--- src/rtl/bus_arbiter_reg_pkg.sv ---
// Shared constants for the registered internal bus arbiter and its sources.
package bus_arbiter_reg_pkg;

    localparam int BUS_WIDTH = 32;

    localparam int SRC_PC  = 0;
    localparam int SRC_IR  = 1;
    localparam int SRC_MAR = 2;
    localparam int SRC_MDR = 3;
    localparam int SRC_R0  = 4;
    localparam int SRC_R1  = 5;
    localparam int SRC_R2  = 6;
    localparam int SRC_R3  = 7;

    localparam int ARB_FIXED = 0;
    localparam int ARB_RR    = 1;

endpackage

--- src/rtl/bus_arbiter_reg_if.sv ---
// Source-side and result-side signals of the internal bus arbiter.
interface bus_arbiter_reg_if
    import bus_arbiter_reg_pkg::*;
#(
    parameter int WIDTH = BUS_WIDTH,
    parameter int NSRC  = 8,
    parameter int CNT_W = 8,
    localparam int SEL_W = $clog2(NSRC)
);

    logic [NSRC*WIDTH-1:0] src_data;
    logic [NSRC-1:0]       src_oe;
    logic                  clr_err;
    logic [WIDTH-1:0]      bus_out;
    logic                  bus_valid;
    logic [SEL_W-1:0]      bus_src;
    logic                  conflict;
    logic [CNT_W-1:0]      conflict_cnt;

    modport master (
        output src_data, src_oe, clr_err,
        input  bus_out, bus_valid, bus_src, conflict, conflict_cnt
    );

    modport slave (
        input  src_data, src_oe, clr_err,
        output bus_out, bus_valid, bus_src, conflict, conflict_cnt
    );

endinterface

--- src/rtl/bus_arbiter_reg_prio_pick.sv ---
// Circular priority picker: first set request scanning upward from start.
module bus_arbiter_reg_prio_pick #(
    parameter int unsigned N = 8,
    localparam int SW = $clog2(N)
) (
    input  logic [N-1:0]  req,
    input  logic [SW-1:0] start,
    output logic [SW-1:0] idx,
    output logic          any
);

    always_comb begin
        int unsigned j;
        logic        found;
        j     = 0;
        found = 1'b0;
        idx   = '0;
        any   = |req;
        for (int unsigned i = 0; i < N; i++) begin
            j = (32'(start) + i) % N;
            if (!found && req[j]) begin
                found = 1'b1;
                idx   = SW'(j);
            end
        end
    end

endmodule

--- src/rtl/bus_arbiter_reg.sv ---
// Registered internal bus multiplexer with conflict detection, a saturating
// conflict counter and fixed-priority or round-robin resolution.
module bus_arbiter_reg
    import bus_arbiter_reg_pkg::*;
#(
    parameter int WIDTH = BUS_WIDTH,
    parameter int NSRC  = 8,
    parameter int MODE  = ARB_FIXED,
    parameter int CNT_W = 8,
    localparam int SEL_W = $clog2(NSRC)
) (
    input logic              clk,
    input logic              rst_n,
    bus_arbiter_reg_if.slave bus
);

    logic [WIDTH-1:0] words [NSRC];
    logic [SEL_W-1:0] win;
    logic             any_req;
    logic             multi;

    logic [WIDTH-1:0] bus_q;
    logic [SEL_W-1:0] src_q;
    logic             valid_q;
    logic             conf_q;
    logic [CNT_W-1:0] cnt_q;

    always_comb begin
        for (int unsigned i = 0; i < NSRC; i++) begin
            words[i] = bus.src_data[i*WIDTH +: WIDTH];
        end
    end

    // Clearing the lowest set bit leaves something only when two or more are set.
    assign multi = |(bus.src_oe & (bus.src_oe - 1'b1));

    generate
        if (MODE == ARB_RR) begin : g_rr
            logic [SEL_W-1:0] rr_last;
            logic [SEL_W-1:0] start;

            assign start = (rr_last == SEL_W'(NSRC-1)) ? '0 : rr_last + 1'b1;

            bus_arbiter_reg_prio_pick #(.N(NSRC)) u_pick (
                .req   (bus.src_oe),
                .start (start),
                .idx   (win),
                .any   (any_req)
            );

            always_ff @(posedge clk or negedge rst_n) begin
                if (!rst_n) begin
                    rr_last <= SEL_W'(NSRC-1);
                end else if (any_req) begin
                    rr_last <= win;
                end
            end
        end else begin : g_fixed
            logic [NSRC-1:0]  rev;
            logic [SEL_W-1:0] ridx;

            // Reversed vector with start 0 makes the highest original index win.
            always_comb begin
                for (int unsigned i = 0; i < NSRC; i++) begin
                    rev[i] = bus.src_oe[NSRC-1-i];
                end
            end

            bus_arbiter_reg_prio_pick #(.N(NSRC)) u_pick (
                .req   (rev),
                .start ('0),
                .idx   (ridx),
                .any   (any_req)
            );

            assign win = SEL_W'(NSRC-1) - ridx;
        end
    endgenerate

    always_ff @(posedge clk or negedge rst_n) begin
        if (!rst_n) begin
            bus_q   <= '0;
            src_q   <= '0;
            valid_q <= 1'b0;
            conf_q  <= 1'b0;
            cnt_q   <= '0;
        end else begin
            valid_q <= any_req;
            conf_q  <= multi;
            if (any_req) begin
                bus_q <= words[win];
                src_q <= win;
            end
            if (bus.clr_err) begin
                cnt_q <= CNT_W'(multi);
            end else if (multi && cnt_q != '1) begin
                cnt_q <= cnt_q + 1'b1;
            end
        end
    end

    assign bus.bus_out      = bus_q;
    assign bus.bus_src      = src_q;
    assign bus.bus_valid    = valid_q;
    assign bus.conflict     = conf_q;
    assign bus.conflict_cnt = cnt_q;

endmodule

--- src/flat_wrapper.sv ---
// flat-port wrapper written by rule: the top's interface ports become plain ports
module bus_arbiter_reg_flat import bus_arbiter_reg_pkg::*;
#(
    parameter int WIDTH = BUS_WIDTH,
    parameter int NSRC  = 8,
    parameter int MODE  = ARB_FIXED,
    parameter int CNT_W = 8,
    localparam int SEL_W = $clog2(NSRC)
)
  (clk, rst_n, bus_src_data, bus_src_oe, bus_clr_err, bus_bus_out, bus_bus_valid, bus_bus_src, bus_conflict, bus_conflict_cnt);
  bus_arbiter_reg_if #(.WIDTH(WIDTH), .NSRC(NSRC), .CNT_W(CNT_W)) bus_i ();
  input logic clk;
  input logic rst_n;
  input wire logic [$bits(bus_i.src_data)-1:0] bus_src_data;
  input wire logic [$bits(bus_i.src_oe)-1:0] bus_src_oe;
  input wire logic [$bits(bus_i.clr_err)-1:0] bus_clr_err;
  output wire logic [$bits(bus_i.bus_out)-1:0] bus_bus_out;
  output wire logic [$bits(bus_i.bus_valid)-1:0] bus_bus_valid;
  output wire logic [$bits(bus_i.bus_src)-1:0] bus_bus_src;
  output wire logic [$bits(bus_i.conflict)-1:0] bus_conflict;
  output wire logic [$bits(bus_i.conflict_cnt)-1:0] bus_conflict_cnt;
  assign bus_i.src_data = bus_src_data;
  assign bus_i.src_oe = bus_src_oe;
  assign bus_i.clr_err = bus_clr_err;
  assign bus_bus_out = bus_i.bus_out;
  assign bus_bus_valid = bus_i.bus_valid;
  assign bus_bus_src = bus_i.bus_src;
  assign bus_conflict = bus_i.conflict;
  assign bus_conflict_cnt = bus_i.conflict_cnt;
  bus_arbiter_reg #(.WIDTH(WIDTH), .NSRC(NSRC), .MODE(MODE), .CNT_W(CNT_W)) u_core (.clk(clk), .rst_n(rst_n), .bus(bus_i));
endmodule
--- config.mk ---
export PLATFORM = sky130hd
export DESIGN_NAME = bus_arbiter_reg_flat
export DESIGN_NICKNAME = d
export VERILOG_FILES = /design/src/rtl/bus_arbiter_reg_pkg.sv /design/src/rtl/bus_arbiter_reg_if.sv /design/src/rtl/bus_arbiter_reg_prio_pick.sv /design/src/rtl/bus_arbiter_reg.sv /design/src/flat_wrapper.sv
export SDC_FILE = /design/constraint.sdc
export NUM_CORES = 1
export LEC_CHECK = 0
export ABC_AREA = 1
export CORE_ASPECT_RATIO = 1.75
export CORE_MARGIN = 4
export CORE_UTILIZATION = 38
export DETAILED_ROUTE_END_ITERATION = 10
export GPL_TIMING_DRIVEN = 1
export HOLD_SLACK_MARGIN = 0.15
export PLACE_DENSITY = 0.83
export SLEW_MARGIN = 20
export SYNTH_ARGS = -nofsm -noshare
export SYNTH_HDL_FRONTEND = slang
export SYNTH_HIERARCHICAL = 1
export SYNTH_SLANG_ARGS = --single-unit
--- constraint.sdc ---
create_clock -name clk -period 1.47 [get_ports clk]
set_clock_uncertainty 0.05 [all_clocks]
set_input_delay 0.2205 -clock clk [delete_from_list [all_inputs] [get_ports clk]]
set_output_delay 0.2205 -clock clk [all_outputs]
set_load 0.02 [all_outputs]
==> summary.md, run 1 <==
| Metric | Value |
|---|---|
| Max IR drop VDD | `0.000694 V` |
| Worst skew pair latency | `0.29 ns` |
| Post-synth EDFFs | `0` |
| Power Internal | `just over 5 mW` |
| Predominant post-synthesis flop cell | `dfrtp_1` |
| Post-Syn Instances | `823` |
| Number of detailed-route iterations in the first pass | `6` |
| First-pass GRT wire length | `35.5 mm` |
| DR WL/cell | `20.0 um` |
| Fraction of layout cells with a size suffix above 1 | `0.219` |
| RD Place Congestion | `0.979` |
| Crit path launch | `bus_src_oe[7]` |
| # setup viols final | `35` |
| # H-tree levels | `2` |
| Slowest CP cell | `nand2_8` |
| Std cell rows | `54` |
| Setup ws final | `-0.690 ns` |
| CTS Root Cell | `clkbuf_16` |
| Placed cell count | `1312` |
| Fin crit share | `1.47` |
| Switching fraction of total power | `0.451` |
| Synth Register Bits | `45` |
| WP data arrival | `2.28 ns` |
| Top-level port count | `312` |
| Clock Power Share | `0.122` |
| Wirelength, routed | `27.3 mm` |
| DP HPWL | `~18 mm` |
| Sequential Power Share | `0.199` |
| Max Cap Viol | `0` |
| Initial antenna violation count | `7` |
| Max Clk Rate | `463 MHz` |
| Residual DRC count | `0` |
| CP startpoint kind | `primary input` |
| Yosys warning total | `6` |
| Fin crit period | `2.16 ns` |
| Unrepaired setup endpoints after global routing | `yes` |
| CTS tree | `done` |
| Syn_area_per_cell | `6.00 sq um` |
| CP endpoint kind | `flip-flop` |
| Clock slew at reported path FFs | `around 0.07 ns` |
| Layout area overhead | `98.9%` |
| GRT Util Overall | `0.298` |
| FF-to-FF Start | `u_core/bus.conflict_cnt[0]` |
| Synthesized area | `0.00494 sq mm` |
| Initial core utilization | `0.391` |
| Crit Path Max Fanout | `11` |
| Deepest clock path buffer count | `2` |
| Core box area | `approximately 0.013 sq mm` |
| Vias | `7610` |
| Layout Nets | `between 1000 and 1500` |
| Pins Over Slew Limit | `0` |
| Die area | `about 0.015 sq mm` |
| Failing checks | `setup timing` |
| Port bufs | `311` |
| Status | `finished, violations left` |
| Die height | `roughly 160 um` |
| TNS Setup | `-19.95 ns` |
| Seq/Total Area, Yosys | `0.228` |
| DR iter-0 viols | `618` |
| HP Class | `in2async` |
| Crit path largest cell delay | `0.25 ns` |
| Setup CP Type | `in2reg` |
| Worst-path cell chain | `buf_8 > nand2_8 > nand3_4 > nand3_4 > nand2_4 > nor2_4 > nand4_4 > nor2_4 > nand4_1 > nand2_8 > clkinv_16 > buf_16 > nor2_2 > nor2_1 > o21ai_1 > o21ai_1 > nand2_1 > nand3_1` |
| Worst path required time | `1.59 ns` |
| DR vias/cell | `5.57` |
| CTS buffer count | `5` |
| Comb pwr share | `0.680` |
| Global route overflow | `0` |
| Leakage power | `4.25 nW` |
| Die width | `94.2 um` |
| Synth cell types | `37` |
| CP Buf/Inv Count | `3` |
| Switching power | `4.24 mW` |
| Sink Count | `45` |
| Final Hold Viols | `0` |
| Non-filler cells, final | `1366` |
| Top delay family on crit path | `simple AND/OR/NAND/NOR gates` |
| Largest net degree at the start of global routing | `56` |
| Fraction of registers with async set/reset | `1.00` |
| Vias in the first global route | `6831` |
| Pwr dens | `957 mW/mm^2` |
| ANT nets after route | `0` |
-- worst paths after layout --
path                                              endpoint  slack, ns  depth (start not counted)
worst max-delay path                u_core/bus.bus_out[28]      -0.69                         18
worst min-delay path            u_core/bus.conflict_cnt[5]       0.35                          2
worst max register to register  u_core/bus.conflict_cnt[5]       0.07                          7
worst min register to register      u_core/bus.bus_out[23]       0.44                          2
max in group asynchronous           u_core/bus.bus_out[29]       0.49                          3
min in group clk                      u_core/bus.bus_valid       0.38                          4
-- worst register-to-register path: stages (launching register included) --
cell and delay (ns):
dfrtp_2 0.36, ha_1 0.19, nand3_2 0.11, nor2_4 0.18, nand3_4 0.13, nand2_4 0.13, nand3_1 0.08, nand2_1 0.10
-- routing by layer --
layer  global-route usage  vias up  share of wire
met3               0.0762      121          0.099
met1                0.323     3498           0.33
met2                0.526      495           0.51
met4                0.141        4          0.058
met5                    0        -        0.00070
li1                     -     3492              -
-- power groups by stage --
stage / logic (mW) / clock network (mW) / registers (mW)
2_1_floorplan: 2.39 / 0 / 2.31
3_3_place_gp: 5.30 / 0 / 1.89
3_5_place_dp: 5.37 / 0 / 1.89
4_1_cts: 5.27 / 1.15 / 1.87
5_1_grt: 6.78 / 1.21 / 1.91
6_report: 6.39 / 1.14 / 1.87
-- through the flow --
stage / util / cell area (sq um) / hold WS [ns] / power [mW] / setup WS [ns]
after floorplan: - / 5050 / -0.125 / 4.70 / -0.516
final: 0.777 / 9820 / 0.350 / 9.40 / -0.690
after CTS: 0.703 / 8880 / 0.378 / 8.29 / -0.660
after detailed placement: 0.685 / 8660 / 0.125 / 7.26 / -1.36
after global placement: 0.685 / 8660 / 0.120 / 7.20 / -1.26
after global routing: 0.777 / 9820 / 0.379 / 9.89 / -0.803
-- synthesized netlist by cell type (all sizes together), types with 2 or more instances --
cell,number,share of area
ha,3,0.0076
xor2,2,0.0074
o21ai,167,0.17
buf,27,0.043
o22ai,32,0.041
clkinv,2,0.0015
nor3,2,0.0020
dfrtp,45,0.23
nor4,2,0.0025
nand3,83,0.10
nand4,13,0.018
inv,38,0.029
nor2,185,0.16
nand2,186,0.16
xnor2,2,0.0051
clkbuf,29,0.022
-- layout by cell type (no fill, tap or decap), drive strengths merged --
cell type / instances
diode: 6
a31oi: 1
and2: 1
clkdlybuf4s50: 257
conb: 5
o21ai: 167
clkinvlp: 1
dfrtp: 45
dlygate4sd3: 1
o211ai: 1
nor4: 2
xor2: 2
dlygate4sd2: 45
xnor2: 2
clkbuf: 21
nor3: 2
nand2: 186
a21oi: 1
buf: 92
nand4: 13
inv: 39
ha: 3
clkinv: 3
o22ai: 32
nor2: 185
dlymetal6s2s: 1
nand3: 84
-- kinds of logic after synthesis --
logic type                 after synthesis  share of synthesized area
xor gates and xnor gates                 4                     0.0124
AOI/OAI and AO/OA                      202                      0.217
buffers and inverters                   96                     0.0960
and+or+nand+nor                        472                      0.438
other                                    1                   0.000760
DFF                                     45                      0.228
adders and majority gates                3                    0.00760
-- timing repair --
item                                   in CTS  in global routing
cloned                                      2                 16
endpoints found under the hold margin      16                  0
setup endpoints to repair                  88                 44
hold buffers                                1                  0
gates resized for setup                    82                124
pin swaps                                   8                 56
setup buffers                               1                 20
-- state kept, by name, summed over array words and instances (netlist names) --
name                     count
u_core/bus.bus_out          32
u_core/bus.bus_src           3
u_core/bus.bus_valid         1
u_core/bus.conflict          1
u_core/bus.conflict_cnt      8
-- layout make-up --
class | instances | area, sq um
Clock buffer | 7 | 133
Antenna cell | 6 | 15.0
Sequential cell | 45 | 1130
Timing Repair Buffer | 410 | 4290
Tap cell | 168 | 210
Timing Repair inverter | 2 | 22.5
Clock inverter | 1 | 7.51
Fill cell | 911 | 2810
Multi-Input combinational cell | 687 | 3830
Inverter | 40 | 179
Note: power is estimated with default switching activity, not from simulation.
==> run 2: changes to the inputs <==
Settings changed: SLEW_MARGIN 20 to 10.
==> results of run 2 <==
No change in the layout: final DEF, timing and power equal those of run 1.
